==> src/rtl/note_field_engine.sv <==
// note_field_engine
// Keeps a small pool of falling square notes for the rhythm game. The song
// sequencer drops notes in through the load interface, every frame_tick moves
// them down the screen, strums knock out the lowest-index note sitting in the
// hit window, and the VGA path asks each pixel whether it lands in a note.
//
// Ports:
//   clk, reset           system clock, synchronous active-high reset
//   load_valid/ready     insert handshake; load_x/load_y/load_width give the note
//   frame_tick           once-per-frame scroll strobe
//   strum_valid/strum_x  strum pulse and the lane x it targets
//   pixel_valid/curr_x/curr_y  pixel query from the VGA generator
//   in_note/note_idx     pixel query answer, two cycles after the query
//   hit/strum_miss       one-cycle strum result pulses
//   note_missed          one-cycle pulse when any note scrolled off the bottom
//   active_count         number of occupied slots
module note_field_engine #(
   parameter int NUM_NOTES   = 8,
   parameter int X_W         = 10,
   parameter int Y_W         = 12,
   parameter int CY_W        = 9,
   parameter int SIZE_W      = 7,
   parameter int SCROLL_STEP = 2,
   parameter int Y_LIMIT     = 480,
   parameter int HIT_Y_MIN   = 400,
   parameter int HIT_Y_MAX   = 440,
   parameter int INCLUSIVE   = 0
) (
   input  logic              clk,
   input  logic              reset,
   input  logic              load_valid,
   output logic              load_ready,
   input  logic [X_W-1:0]    load_x,
   input  logic [Y_W-1:0]    load_y,
   input  logic [SIZE_W-1:0] load_width,
   input  logic              frame_tick,
   input  logic              strum_valid,
   input  logic [X_W-1:0]    strum_x,
   input  logic              pixel_valid,
   input  logic [X_W-1:0]    curr_x,
   input  logic [CY_W-1:0]   curr_y,
   output logic              in_note,
   output logic [3:0]        note_idx,
   output logic              hit,
   output logic              strum_miss,
   output logic              note_missed,
   output logic [4:0]        active_count
);

   localparam logic [Y_W:0]   LIMIT = (Y_W+1)'(Y_LIMIT);
   localparam logic [Y_W:0]   STEP  = (Y_W+1)'(SCROLL_STEP);
   localparam logic [Y_W-1:0] H_MIN = Y_W'(HIT_Y_MIN);
   localparam logic [Y_W-1:0] H_MAX = Y_W'(HIT_Y_MAX);

   logic [NUM_NOTES-1:0] valid_q, valid_d;
   logic [X_W-1:0]       x_q [NUM_NOTES];
   logic [X_W-1:0]       x_d [NUM_NOTES];
   logic [Y_W-1:0]       y_q [NUM_NOTES];
   logic [Y_W-1:0]       y_d [NUM_NOTES];
   logic [SIZE_W-1:0]    w_q [NUM_NOTES];
   logic [SIZE_W-1:0]    w_d [NUM_NOTES];
   logic [Y_W:0]         y_scrolled [NUM_NOTES];
   logic [NUM_NOTES-1:0] retire;
   logic [NUM_NOTES-1:0] inside_d, inside_q;
   logic                 any_cand;
   logic [3:0]           cand_idx;
   logic [3:0]           free_idx;
   logic                 load_fire;
   logic [4:0]           count_d;
   logic                 any_inside;
   logic [3:0]           inside_idx;

   assign load_ready = ~&valid_q;
   assign load_fire  = load_valid & load_ready;

   // Find the lowest-index strum candidate and the lowest-index free slot.
   // Walking downward lets the lowest index overwrite the others.
   // Both use the registered state only, so a slot freed this cycle cannot
   // be reused until the next one.
   always_comb begin
      any_cand = 1'b0;
      cand_idx = '0;
      free_idx = '0;
      for (int i = NUM_NOTES - 1; i >= 0; i--) begin
         if (valid_q[i] && (x_q[i] == strum_x) && (y_q[i] >= H_MIN) && (y_q[i] <= H_MAX)) begin
            any_cand = 1'b1;
            cand_idx = 4'(i);
         end
         if (!valid_q[i]) begin
            free_idx = 4'(i);
         end
      end
   end

   // Next slot state. A strum takes priority over the scroll, so a note that
   // is hit on a tick where it would also fall off is treated as a hit only.
   // A load always targets a free slot, so it never collides with the
   // strum or scroll updates and is not scrolled in its own load cycle.
   always_comb begin
      valid_d = valid_q;
      x_d     = x_q;
      y_d     = y_q;
      w_d     = w_q;
      retire  = '0;
      for (int i = 0; i < NUM_NOTES; i++) begin
         y_scrolled[i] = {1'b0, y_q[i]} + STEP;
         if (strum_valid && any_cand && (cand_idx == 4'(i))) begin
            valid_d[i] = 1'b0;
         end else if (frame_tick && valid_q[i]) begin
            if (y_scrolled[i] >= LIMIT) begin
               valid_d[i] = 1'b0;
               retire[i]  = 1'b1;
            end else begin
               y_d[i] = y_scrolled[i][Y_W-1:0];
            end
         end
         if (load_fire && (free_idx == 4'(i))) begin
            valid_d[i] = 1'b1;
            x_d[i]     = load_x;
            y_d[i]     = load_y;
            w_d[i]     = load_width;
         end
      end
   end

   // Occupancy count tracks the next valid mask so it moves on the same edge.
   always_comb begin
      count_d = '0;
      for (int i = 0; i < NUM_NOTES; i++) begin
         count_d = count_d + 5'(valid_d[i]);
      end
   end

   // First pixel stage: per-slot rectangle test. The right and bottom edges
   // are computed one bit wider so a note near the maximum coordinate
   // cannot wrap around and swallow pixels at the top or left.
   always_comb begin
      inside_d = '0;
      for (int i = 0; i < NUM_NOTES; i++) begin
         logic [X_W:0] cx, x_lo, x_hi;
         logic [Y_W:0] cy, y_lo, y_hi;
         logic         x_ok, y_ok;
         cx   = {1'b0, curr_x};
         x_lo = {1'b0, x_q[i]};
         x_hi = {1'b0, x_q[i]} + (X_W+1)'(w_q[i]);
         cy   = (Y_W+1)'(curr_y);
         y_lo = {1'b0, y_q[i]};
         y_hi = {1'b0, y_q[i]} + (Y_W+1)'(w_q[i]);
         if (INCLUSIVE != 0) begin
            x_ok = (cx >= x_lo) && (cx <= x_hi);
            y_ok = (cy >= y_lo) && (cy <= y_hi);
         end else begin
            x_ok = (cx > x_lo) && (cx < x_hi);
            y_ok = (cy > y_lo) && (cy < y_hi);
         end
         inside_d[i] = valid_q[i] & pixel_valid & x_ok & y_ok;
      end
   end

   // Second pixel stage: reduce the per-slot flags to a hit flag plus the
   // lowest matching slot index, which is 0 when nothing matched.
   always_comb begin
      any_inside = |inside_q;
      inside_idx = '0;
      for (int i = NUM_NOTES - 1; i >= 0; i--) begin
         if (inside_q[i]) begin
            inside_idx = 4'(i);
         end
      end
   end

   // All registers, including the pixel pipeline, clear on reset so no stale
   // in_note can appear once reset is released.
   always_ff @(posedge clk) begin
      if (reset) begin
         valid_q      <= '0;
         inside_q     <= '0;
         in_note      <= 1'b0;
         note_idx     <= '0;
         hit          <= 1'b0;
         strum_miss   <= 1'b0;
         note_missed  <= 1'b0;
         active_count <= '0;
         for (int i = 0; i < NUM_NOTES; i++) begin
            x_q[i] <= '0;
            y_q[i] <= '0;
            w_q[i] <= '0;
         end
      end else begin
         valid_q      <= valid_d;
         x_q          <= x_d;
         y_q          <= y_d;
         w_q          <= w_d;
         inside_q     <= inside_d;
         in_note      <= any_inside;
         note_idx     <= inside_idx;
         hit          <= strum_valid & any_cand;
         strum_miss   <= strum_valid & ~any_cand;
         note_missed  <= |retire;
         active_count <= count_d;
      end
   end

endmodule
==> config.mk <==
export PLATFORM = sky130hd
export DESIGN_NAME = note_field_engine
export DESIGN_NICKNAME = d
export VERILOG_FILES = /design/src/rtl/note_field_engine.sv
export SDC_FILE = /design/constraint.sdc
export NUM_CORES = 1
export LEC_CHECK = 0
export ABC_AREA = 1
export CORE_ASPECT_RATIO = 0.8
export CORE_UTILIZATION = 53
export CTS_CLUSTER_SIZE = 14
export DETAILED_ROUTE_END_ITERATION = 6
export PLACE_DENSITY = 0.74
export RECOVER_POWER = 50
export SYNTH_ARGS = -nofsm -noshare
export SYNTH_HDL_FRONTEND = slang
export SYNTH_SLANG_ARGS = --single-unit
==> constraint.sdc <==
create_clock -name clk -period 6.08 [get_ports clk]
set_clock_uncertainty 0.1 [all_clocks]
set_input_delay 0.608 -clock clk [delete_from_list [all_inputs] [get_ports clk]]
set_output_delay 0.608 -clock clk [all_outputs]
set_load 0.05 [all_outputs]
-- Word level (Yosys, flattened, before mapping)
Index checks and enable logic that the tools add are counted.
- output and inout port bits: 14
- word-level logic and storage cells: 398
- flip-flop bits (word level): 261
- input port bits: 64
- reduce and logical (&&, ||, !) cells: 91
- order comparisons: 56
- eq/ne operators: 38
- bitwise gates (word level): 28
- $add $sub $neg: 31
- muxes and demuxes: 119
- operators by type and width (cell ; count):
    2-to-1 mux 12 bit ; 32
    adder 12 x 2 -> 13 bit (second input constant) ; 8
    adder 12 x 7 -> 13 bit ; 8
    >= comparator 13 x 9 -> 1 bit (second input constant) ; 8
    < comparator 9 x 13 -> 1 bit ; 8
    >= comparator 12 x 9 -> 1 bit (second input constant) ; 8
    > comparator 9 x 12 -> 1 bit ; 8
    <= comparator 12 x 9 -> 1 bit (second input constant) ; 8
    adder 10 x 7 -> 11 bit ; 8
    < comparator 10 x 11 -> 1 bit ; 8
    == test 10 bit ; 8
    > comparator 10 bit ; 8
    logical AND 1 bit ; 65
    2-to-1 mux 1 bit ; 65
    2-to-1 mux 4 bit ; 14
    == test 4 x 3 -> 1 bit (second input constant) ; 8
    inequality test 2 x 1 -> 1 bit (second input constant) ; 16
    bitwise AND 1 bit ; 27
    AND reduction 3 bit ; 8
    OR reduction 8 bit ; 3
    2-to-1 mux 3 bit ; 6
    == test 4 x 2 -> 1 bit (second input constant) ; 4
    nonzero test 2 bit ; 8
    adder 5 x 1 -> 5 bit ; 3
    other kinds (13) ; 16

-- Depth between registers and ports, before layout
Gate-level depths: netlist of run 1.
- depth after elaboration: 23
- mapped depth: 28
- depth with buffers taken out: 28

-- Least setup slack after synthesis of run 1
OpenSTA, ideal clock, no wires.
- path kind: input-to-reg
- start: in strum_x[3]
- end: reg active_count[2]
- data required time: 5852 ps
- arrival time: 4167 ps
- slack: 1686 ps
- library setup time: 128 ps
- cell stages on the path: 28
- buffers on the path: 1
- cells stage by stage: buf_4 > inv_4 > nand2_1 > nand2_1 > nor2_1 > nand3_1 > nor2_1 > nand2_1 > nand2_1 > nand2_1 > nand2_1 > nand2_1 > nand2_1 > nand2_2 > nand2_2 > nand3_1 > nand2_1 > nand2_1 > fa_1 > inv_1 > fa_1 > fa_1 > inv_1 > ha_1 > inv_1 > fa_1 > xor2_1 > nor2_1
- longest elaborated chain between the ends: 23
- elaborated cells between the ends (all ways): 88
- classes of those cells: 7 x add/sub; 15 x eq/ne; 32 x mux; 34 x reduce/logical
- ends and longest elaborated chain (what ; RTL line ; text):
    start: declaration ; 38 ; input logic [X_W-1:0] strum_x,
    == test 10 bit ; 85 ; if (valid_q[i] && (x_q[i] == strum_x) && (y_q[i] >= H_MIN) && (y_q[i] <= H_MAX)) begin
    logical AND 1 bit (3 in series) ; 85 ;
    2-to-1 mux 3 bit / 2-to-1 mux 1 bit (equally long branches) ; 85 ;
    2-to-1 mux 4 bit / 2-to-1 mux 1 bit (equally long branches) (7 in series) ; 85 ;
    logical NOT 4 bit / logical AND 1 bit (equally long branches) ; 107 ; if (strum_valid && any_cand && (cand_idx == 4'(i))) begin
    logical AND 1 bit (*) ; 107 ;
    2-to-1 mux 1 bit (*) ; 107 ;
    2-to-1 mux 1 bit (*) ; 117 ; if (load_fire && (free_idx == 4'(i))) begin
    net valid_d[0] ; 55 ; logic [NUM_NOTES-1:0] valid_q, valid_d;
    adder 1 x 1 -> 2 bit (*) ; 130 ; count_d = count_d + 5'(valid_d[i]);
    adder 2 x 1 -> 3 bit (*) ; 130 ;
    adder 3 x 1 -> 4 bit (*) ; 130 ;
    adder 4 x 1 -> 5 bit (*) ; 130 ;
    adder 5 x 1 -> 5 bit (*) (3 in series) ; 130 ;
    end signal: assignment ; 200 ; active_count <= count_d;
    end: declaration ; 47 ; output logic [4:0] active_count
Mark *: on every way through the listed nets, which the timed path passes. The rest lies on a longest branch.
A chain may end at the register's enable or synchronous reset.

-- Final worst setup path of run 1
- start: reg valid_q[0]
- end: reg active_count[2]
- elaborated cells between the ends (all ways): 68
- classes of those cells: 7 x add/sub; 14 x eq/ne; 21 x mux; 1 x bitwise; 25 x reduce/logical
- RTL lines (what ; RTL line ; text):
    start: declaration ; 55 ;
    start signal: assignment ; 190 ; valid_q <= valid_d;
    logical AND 1 bit (3 in series) ; 85 ;
    2-to-1 mux 4 bit / 2-to-1 mux 1 bit (equally long branches) ; 85 ;
    == test 4 x 2 -> 1 bit / logical AND 1 bit (equally long branches) ; 107 ;
    logical AND 1 bit ; 107 ;
    2-to-1 mux 1 bit ; 107 ;
    2-to-1 mux 1 bit (*) ; 117 ;
    net valid_d[3] ; 55 ;
    adder 3 x 1 -> 4 bit (*) ; 130 ;
    adder 4 x 1 -> 5 bit (*) ; 130 ;
    adder 5 x 1 -> 5 bit (*) (3 in series) ; 130 ;
Marked as above.

==> metrics.cfg, run 1 <==
[outcome]
outcome = finished with violations
failing_checks = max-capacitance violations, max-slew violations

[synth]
synthCells = 3677
yosysTopAreaCellShare = 0.207
synth_enable_flop_cells = 0
yosys-top-cells-area = ha_1 21%, dfxtp_1 21%, nand2_1 9.5%
synth_sequential_area_ratio = 0.205
syn-mean-instance-area_um2 = 6.87
post_synth_num_cell_types = 56
synth_top_flop_cell = dfxtp_1
ys_ff_latch = 259
synth.yosys.warnings = 0
ys_async_sr_fraction = 0
syn-cell-area_um2 = 25300
synth_area_leader_cell = ha_1

[setup_path]
timing.critical_path.cells = nand2_1, nor3_1, nor2_1, inv_1, nor2_1, buf_4, inv_1, nand2_1, fa_1, inv_1, fa_1, fa_1, inv_1, ha_1, inv_1, fa_1, xor2_1, nor2_1
timing.critical_path.slowest_stage_cell = inv_1
crit_top_cell = inv_1
critPathMaxFanout = 44
worstSetupPathType = flop to flop
crit_required_ns = 6.47
worst-endpoint-arrival_ns = 5.69
critical_path.startpoint = valid_q[0]$_SDFF_PP0_
r2r-start = valid_q[0]$_SDFF_PP0_
cp_slowest_stage_delay_ns = 0.97
path_delay_family = adder cells
worstSetupEndpointType = flop
worstPathBufferInverterCount = 6
setup.worst_path.start_class = flop

[job]
drv_cap = 4

[sta]
fin_tns_setup_ns = 0
post-route-period-util = 0.872
max_slew_margin = -1.48
hold_viol_final = 0
max_freq_mhz = 189
hold_slack_final_ns = 0.385
worst_pin_slew_ns = 3.72
final_period_minus_worst_setup_slack_ns = 5.30
setup_viol = 0
final_max_slew_viol_count = 257
grt_setup_unrepaired = false

[routing]
route.final.wire_length_mm = 101
routedWlPerCell_um = 23.1
iteration_0_drc_markers = 3063
vias_per_instance = 6.04
detail-route-antenna-nets = 0
dr.pass1.iters = 6
post-route-drc-count = 0
dr_total_vias = 26538

[placement]
globalplace.congestion = 1.06
numPortBuffers = 75
dp_hpwl_mm = 75.0

[finish]
layout.cells.most_common = nand2_1
synthToLayoutAreaGrowth_pct = 10.1
finish.net_count = 4239
post_route_cells_drive_above_1_share = 0.0434
postLayoutCoreUtil = 0.592
most_used_cells_in_the_layout_excluding_fill_and_tap_cells = 638 x nand2_1, 419 x ha_1, 412 x a21oi_1, 399 x nor2_1, 381 x inv_1

[pwr]
leakagePower_nw = 12.0
vdd.ir_drop.worst_v = 0.000238
powerDensity_nw_per_um2 = 174
design_power_total_mw = 4.85

[worst_hold_path]
hold_class = flop to flop
min_from = y_q[46]$_SDFFE_PP0P_

[clock_tree]
clk_path_buf_depth = 3
post_cts_hold_buffer_count = 0
cts_repair_resize_count = 0
clk_transition_reported_paths_ns = 0.06
cts_root_buf = clkbuf_16
clock_tree_from_tritoncts = yes
worst_skew_pair.late_latency_ns = 0.62
clkSinkCount = 259
tritoncts.num_buffers = 31
number_of_h_tree_branching_levels = 1
cts_setup_buffers = 0

[global_routing]
grt_max_degree = 88
initial_antenna_violation_count = 11
grt_pass1_wl_mm = 150
grt_overflow = 0
first_global_vias = 23910
track_usage = 0.414

[floorplanning]
initial_utilization = 0.538
fp.dieW_um = 246
num_io_pins = 78
design.die.area_um2 = 48600
die_height_um = 197
placeableCoreArea_um2 = 47000
rows = 71

[path summary, 6_finish.rpt]
path,slack [ns],cells after the start,endpoint
worst max-delay path,0.78,18,active_count[2]$_SDFF_PP0_
worst max register to register,0.78,18,active_count[2]$_SDFF_PP0_
worst min register to register,0.39,2,y_q[46]$_SDFFE_PP0P_
worst min-delay path,0.39,2,y_q[46]$_SDFFE_PP0P_
[worst register-to-register path: cells and delay by family, from the launching register on]
family | cells | cell delay (ns)
xor gates and xnor gates | 1 | 0.15
adders and majority gates | 5 | 2.03
buffers and inverters | 6 | 1.47
DFF | 1 | 0.58
and+or+nand+nor | 6 | 0.85
[through the flow]
step	setup slack, ns	area, µm²	cells
6_report	0.776	27800	4393
5_1_grt	0.456	27800	4385
4_1_cts	1.07	27800	4380
3_5_place_dp	0.437	26700	4323
3_3_place_gp	0.483	26700	4323
2_1_floorplan	1.69	25300	3678
[layout make-up]
cell class                      instances  area, µm²
Antenna cell                           13       32.5
Clock buffer                           43        881
Clock inverter                         14        201
Fill cell                            4495      19200
Inverter                              405       1540
Multi-Input combinational cell       2910      18100
Sequential cell                       259       5180
Tap cell                              620        776
Timing Repair Buffer                  129       1140
[power breakdown]
part / internal [mW] / switching (mW)
Combinational: 0.343 / 0.667
Sequential: 1.74 / 0.0621
Clock: 1.22 / 0.830
[state kept, by name, indices dropped and copies added (netlist names)]
name          flops
active_count      4
hit               1
in_note           1
inside_q          8
note_idx          3
note_missed       1
strum_miss        1
valid_q           8
w_q              56
x_q              80
y_q              96
[logic make-up after synthesis]
| kind of cell | count (synthesis) | share of synthesized area |
|---|---|---|
| flops | 259 | 0.205 |
| compound gates | 907 | 0.196 |
| buf+inv | 509 | 0.0800 |
| simple gates | 1381 | 0.232 |
| fa+ha+maj | 439 | 0.223 |
| other cells | 1 | 0.000148 |
| xor+xnor | 181 | 0.0633 |
[cell usage after synthesis, types with 5 or more instances]
cell / n
a31oi_1: 11
o21bai_1: 32
nand2_2: 13
fa_1: 20
dfxtp_1: 259
nor4_1: 23
clkbuf_2: 8
inv_4: 9
o2111ai_1: 18
a21oi_1: 412
buf_1: 6
a211oi_1: 21
xnor2_1: 40
o21ai_1: 8
xor2_1: 139
nor2_1: 399
or2_2: 12
inv_2: 15
ha_1: 419
a21o_1: 11
buf_4: 8
a2111oi_0: 6
o22ai_1: 12
o21ai_0: 328
clkbuf_1: 62
nand2_1: 637
nand2_4: 7
nand4_1: 65
nand3_1: 153
nor3_1: 52
a221oi_1: 5
inv_1: 378
o21a_1: 13
o211ai_1: 17
buf_2: 16
[routing by layer]
layer  GRT usage  wire length, µm  vias up
met1       0.564            41900    12070
met3      0.0928            12500      326
li1            -                -    12662
met4       0.248             6780        2
met2       0.591            40100     1478
met5           0               13        -
Note: power is estimated with default switching activity, not from simulation.
==> run 2, diff against run 1 <==
Settings changed: CORE_UTILIZATION 53 to 45, PLACE_DENSITY 0.74 to 0.65.
Clock period 6.08 ns to 5.1 ns, I/O delays scaled along.
==> metrics.cfg, run 2 (same netlist as run 1, synthesis figures left out) <==
[clock_tree]
tritoncts.num_buffers = 34  ; was 31
clock_tree_from_tritoncts = yes  ; unchanged
worst_skew_pair.late_latency_ns = 0.56  ; was 0.62 ns
number_of_h_tree_branching_levels = 2  ; was 1
post_cts_hold_buffer_count = 0  ; unchanged
clk_transition_reported_paths_ns = 0.06  ; about the same
cts_root_buf = clkbuf_16  ; unchanged
clkSinkCount = 259  ; unchanged
clk_path_buf_depth = 3  ; unchanged

[pwr]
powerDensity_nw_per_um2 = 205  ; was 174 nW/µm²
leakagePower_nw = 12.7  ; was 12.0 nW
design_power_total_mw = 5.99  ; was 4.85 mW
vdd.ir_drop.worst_v = 0.000193  ; was 0.000238 V

[worst_hold_path]
hold_class = flop to flop  ; unchanged
hold-path-endpoint = note_idx[1]$_SDFF_PP0_  ; was y_q[46]$_SDFFE_PP0P_
min_from = inside_q[1]$_SDFF_PP0_  ; was y_q[46]$_SDFFE_PP0P_
hold_path_depth = 1  ; was 2

[setup_path]
worstSetupPathType = flop to flop  ; unchanged
setup.worst_path.start_class = flop  ; unchanged
worstSetupEndpointType = flop  ; unchanged
worst-endpoint-arrival_ns = 5.15  ; was 5.69 ns
r2r-start = y_q[29]$_SDFFE_PP0P_  ; was valid_q[0]$_SDFF_PP0_
r2r.worst_path.cells = 23  ; was 18
endpoint_of_the_most_critical_register_to_register_path = active_count[2]$_SDFF_PP0_  ; unchanged
critPathMaxFanout = 6  ; was 44
crit_required_ns = 5.41  ; was 6.47 ns
regToRegSetupSlack_ns = 0.26  ; was 0.78 ns

[global_routing]
grt_pass1_wl_mm = 157  ; was 150 mm
grt_max_degree = 77  ; was 88
first_global_vias = 24087  ; was 23910
track_usage = 0.370  ; was 0.414
grt_overflow = 0  ; unchanged
initial_antenna_violation_count = 7  ; was 11

[sta]
final_period_minus_worst_setup_slack_ns = 4.84  ; was 5.30 ns
setup_viol = 0  ; unchanged
post-route-period-util = 0.950  ; was 0.872
grt_setup_unrepaired = false  ; unchanged
final_max_slew_viol_count = 265  ; was 257
fin_tns_setup_ns = 0  ; unchanged
max_freq_mhz = 206  ; was 189 MHz
hold_slack_final_ns = 0.368  ; was 0.385 ns
worst_pin_slew_ns = 2.91  ; was 3.72 ns
max_slew_margin = -0.937  ; was -1.48
hold_viol_final = 0  ; unchanged

[finish]
finish.net_count = 4389  ; was 4239
synthToLayoutAreaGrowth_pct = 15.5  ; was 10.1%
largest_register_ff_count = 96  ; unchanged
post_route_cells_drive_above_1_share = 0.0826  ; was 0.0434
top_regs = y_q x96, x_q x80, w_q x56  ; unchanged
postLayoutCoreUtil = 0.527  ; was 0.592
most_used_cells_in_the_layout_excluding_fill_and_tap_cells = 638 x nand2_1, 419 x ha_1, 411 x a21oi_1, 397 x nor2_1, 377 x inv_1  ; was 638 x nand2_1, 419 x ha_1, 412 x a21oi_1, 399 x nor2_1, 381 x inv_1
largest_register = y_q  ; unchanged
layout.cells.most_common = nand2_1  ; unchanged

[routing]
dr.pass1.iters = 5  ; was 6
iteration_0_drc_markers = 3351  ; was 3063
dr_total_vias = 27181  ; was 26538
detail-route-antenna-nets = 0  ; unchanged
route.final.wire_length_mm = 107  ; was 101 mm
post-route-drc-count = 0  ; unchanged
routedWlPerCell_um = 22.9  ; was 23.1 µm
vias_per_instance = 5.83  ; was 6.04

[floorplanning]
rows = 77  ; was 71
design.die.area_um2 = 57100  ; was 48600 µm²
num_io_pins = 78  ; unchanged
die_height_um = 214  ; was 197 µm
fp.dieW_um = 267  ; was 246 µm
initial_utilization = 0.456  ; was 0.538
placeableCoreArea_um2 = 55400  ; was 47000 µm²

[placement]
globalplace.congestion = 1.09  ; was 1.06
dp_hpwl_mm = 80.3  ; was 75.0 mm
numPortBuffers = 75  ; unchanged

[outcome]
failing_checks = max-capacitance violations, max-slew violations  ; unchanged
outcome = finished with violations  ; unchanged

[job]
drv_cap = 5  ; was 4

run 2: timing repair:
action / in CTS / in global routing
resized for setup: 0 / 10
endpoints found under the setup margin: 0 / 2
setup buffers: 0 / 2
run 2: critical path, stage by stage, from the launching register on:
cell and delay, ns:
dfxtp_1 0.54, inv_1 0.13, a31oi_1 0.35, nand2_1 0.10, nor2_1 0.17, nand2_1 0.11, nand2_1 0.08, inv_1 0.05
nand2_1 0.13, nand2_1 0.07, nand2_1 0.12, nand4_1 0.15, o211ai_1 0.14, nand2_1 0.10, fa_1 0.49, inv_1 0.05
fa_1 0.52, fa_1 0.42, inv_1 0.07, ha_1 0.17, inv_1 0.06, fa_1 0.37, xor2_1 0.14, nor2_1 0.05
run 2: worst max-delay path by stage:
stage,start,to,slack (ns),depth (start not counted)
CTS,strum_x[0],active_count[2]$_SDFF_PP0_,0.33,26
finish,y_q[29]$_SDFFE_PP0P_,active_count[2]$_SDFF_PP0_,0.26,23
global route,strum_x[7],active_count[2]$_SDFF_PP0_,0.02,27
detailed placement,strum_x[0],active_count[2]$_SDFF_PP0_,-0.23,26
global placement,strum_x[8],active_count[2]$_SDFF_PP0_,-0.21,25
floorplan,strum_x[3],active_count[2]$_SDFF_PP0_,0.80,28
run 2: area by class of cell:
cell class / count / area [µm²]
fillers: 5580 / 26200
multi-input cells: 2910 / 18100
flip-flops and latches: 259 / 5190
clock inverters: 11 / 134
clock buffers: 50 / 1020
diodes: 2 / 5.00
repair buffers: 276 / 2290
inverters: 405 / 1540
well taps: 750 / 938
run 2: per-layer routing:
metal / vias up / track usage / wire length, µm
met4: 2 / 0.174 / 5740
met1: 12567 / 0.533 / 46800
li1: 12956 / - / -
met2: 1410 / 0.531 / 42900
met3: 246 / 0.0605 / 11600
met5: - / 0 / 7
run 2: stage by stage:
step | worst slack [ns] | instances | instance area (µm²)
2_1_floorplan | 0.804 | 3678 | 25300
3_3_place_gp | -0.209 | 4598 | 28000
3_5_place_dp | -0.230 | 4598 | 28000
4_1_cts | 0.329 | 4659 | 29200
5_1_grt | 0.0173 | 4662 | 29200
6_report | 0.257 | 4663 | 29200
run 2: where the power goes:
group	internal [mW]	leakage (nW)	switching, mW	total [mW]
combinational	0.456	10.1	0.815	1.27
clock	1.55	0.576	1.03	2.58
sequential	2.07	2.10	0.0656	2.14
total	4.07	12.7	1.91	5.99
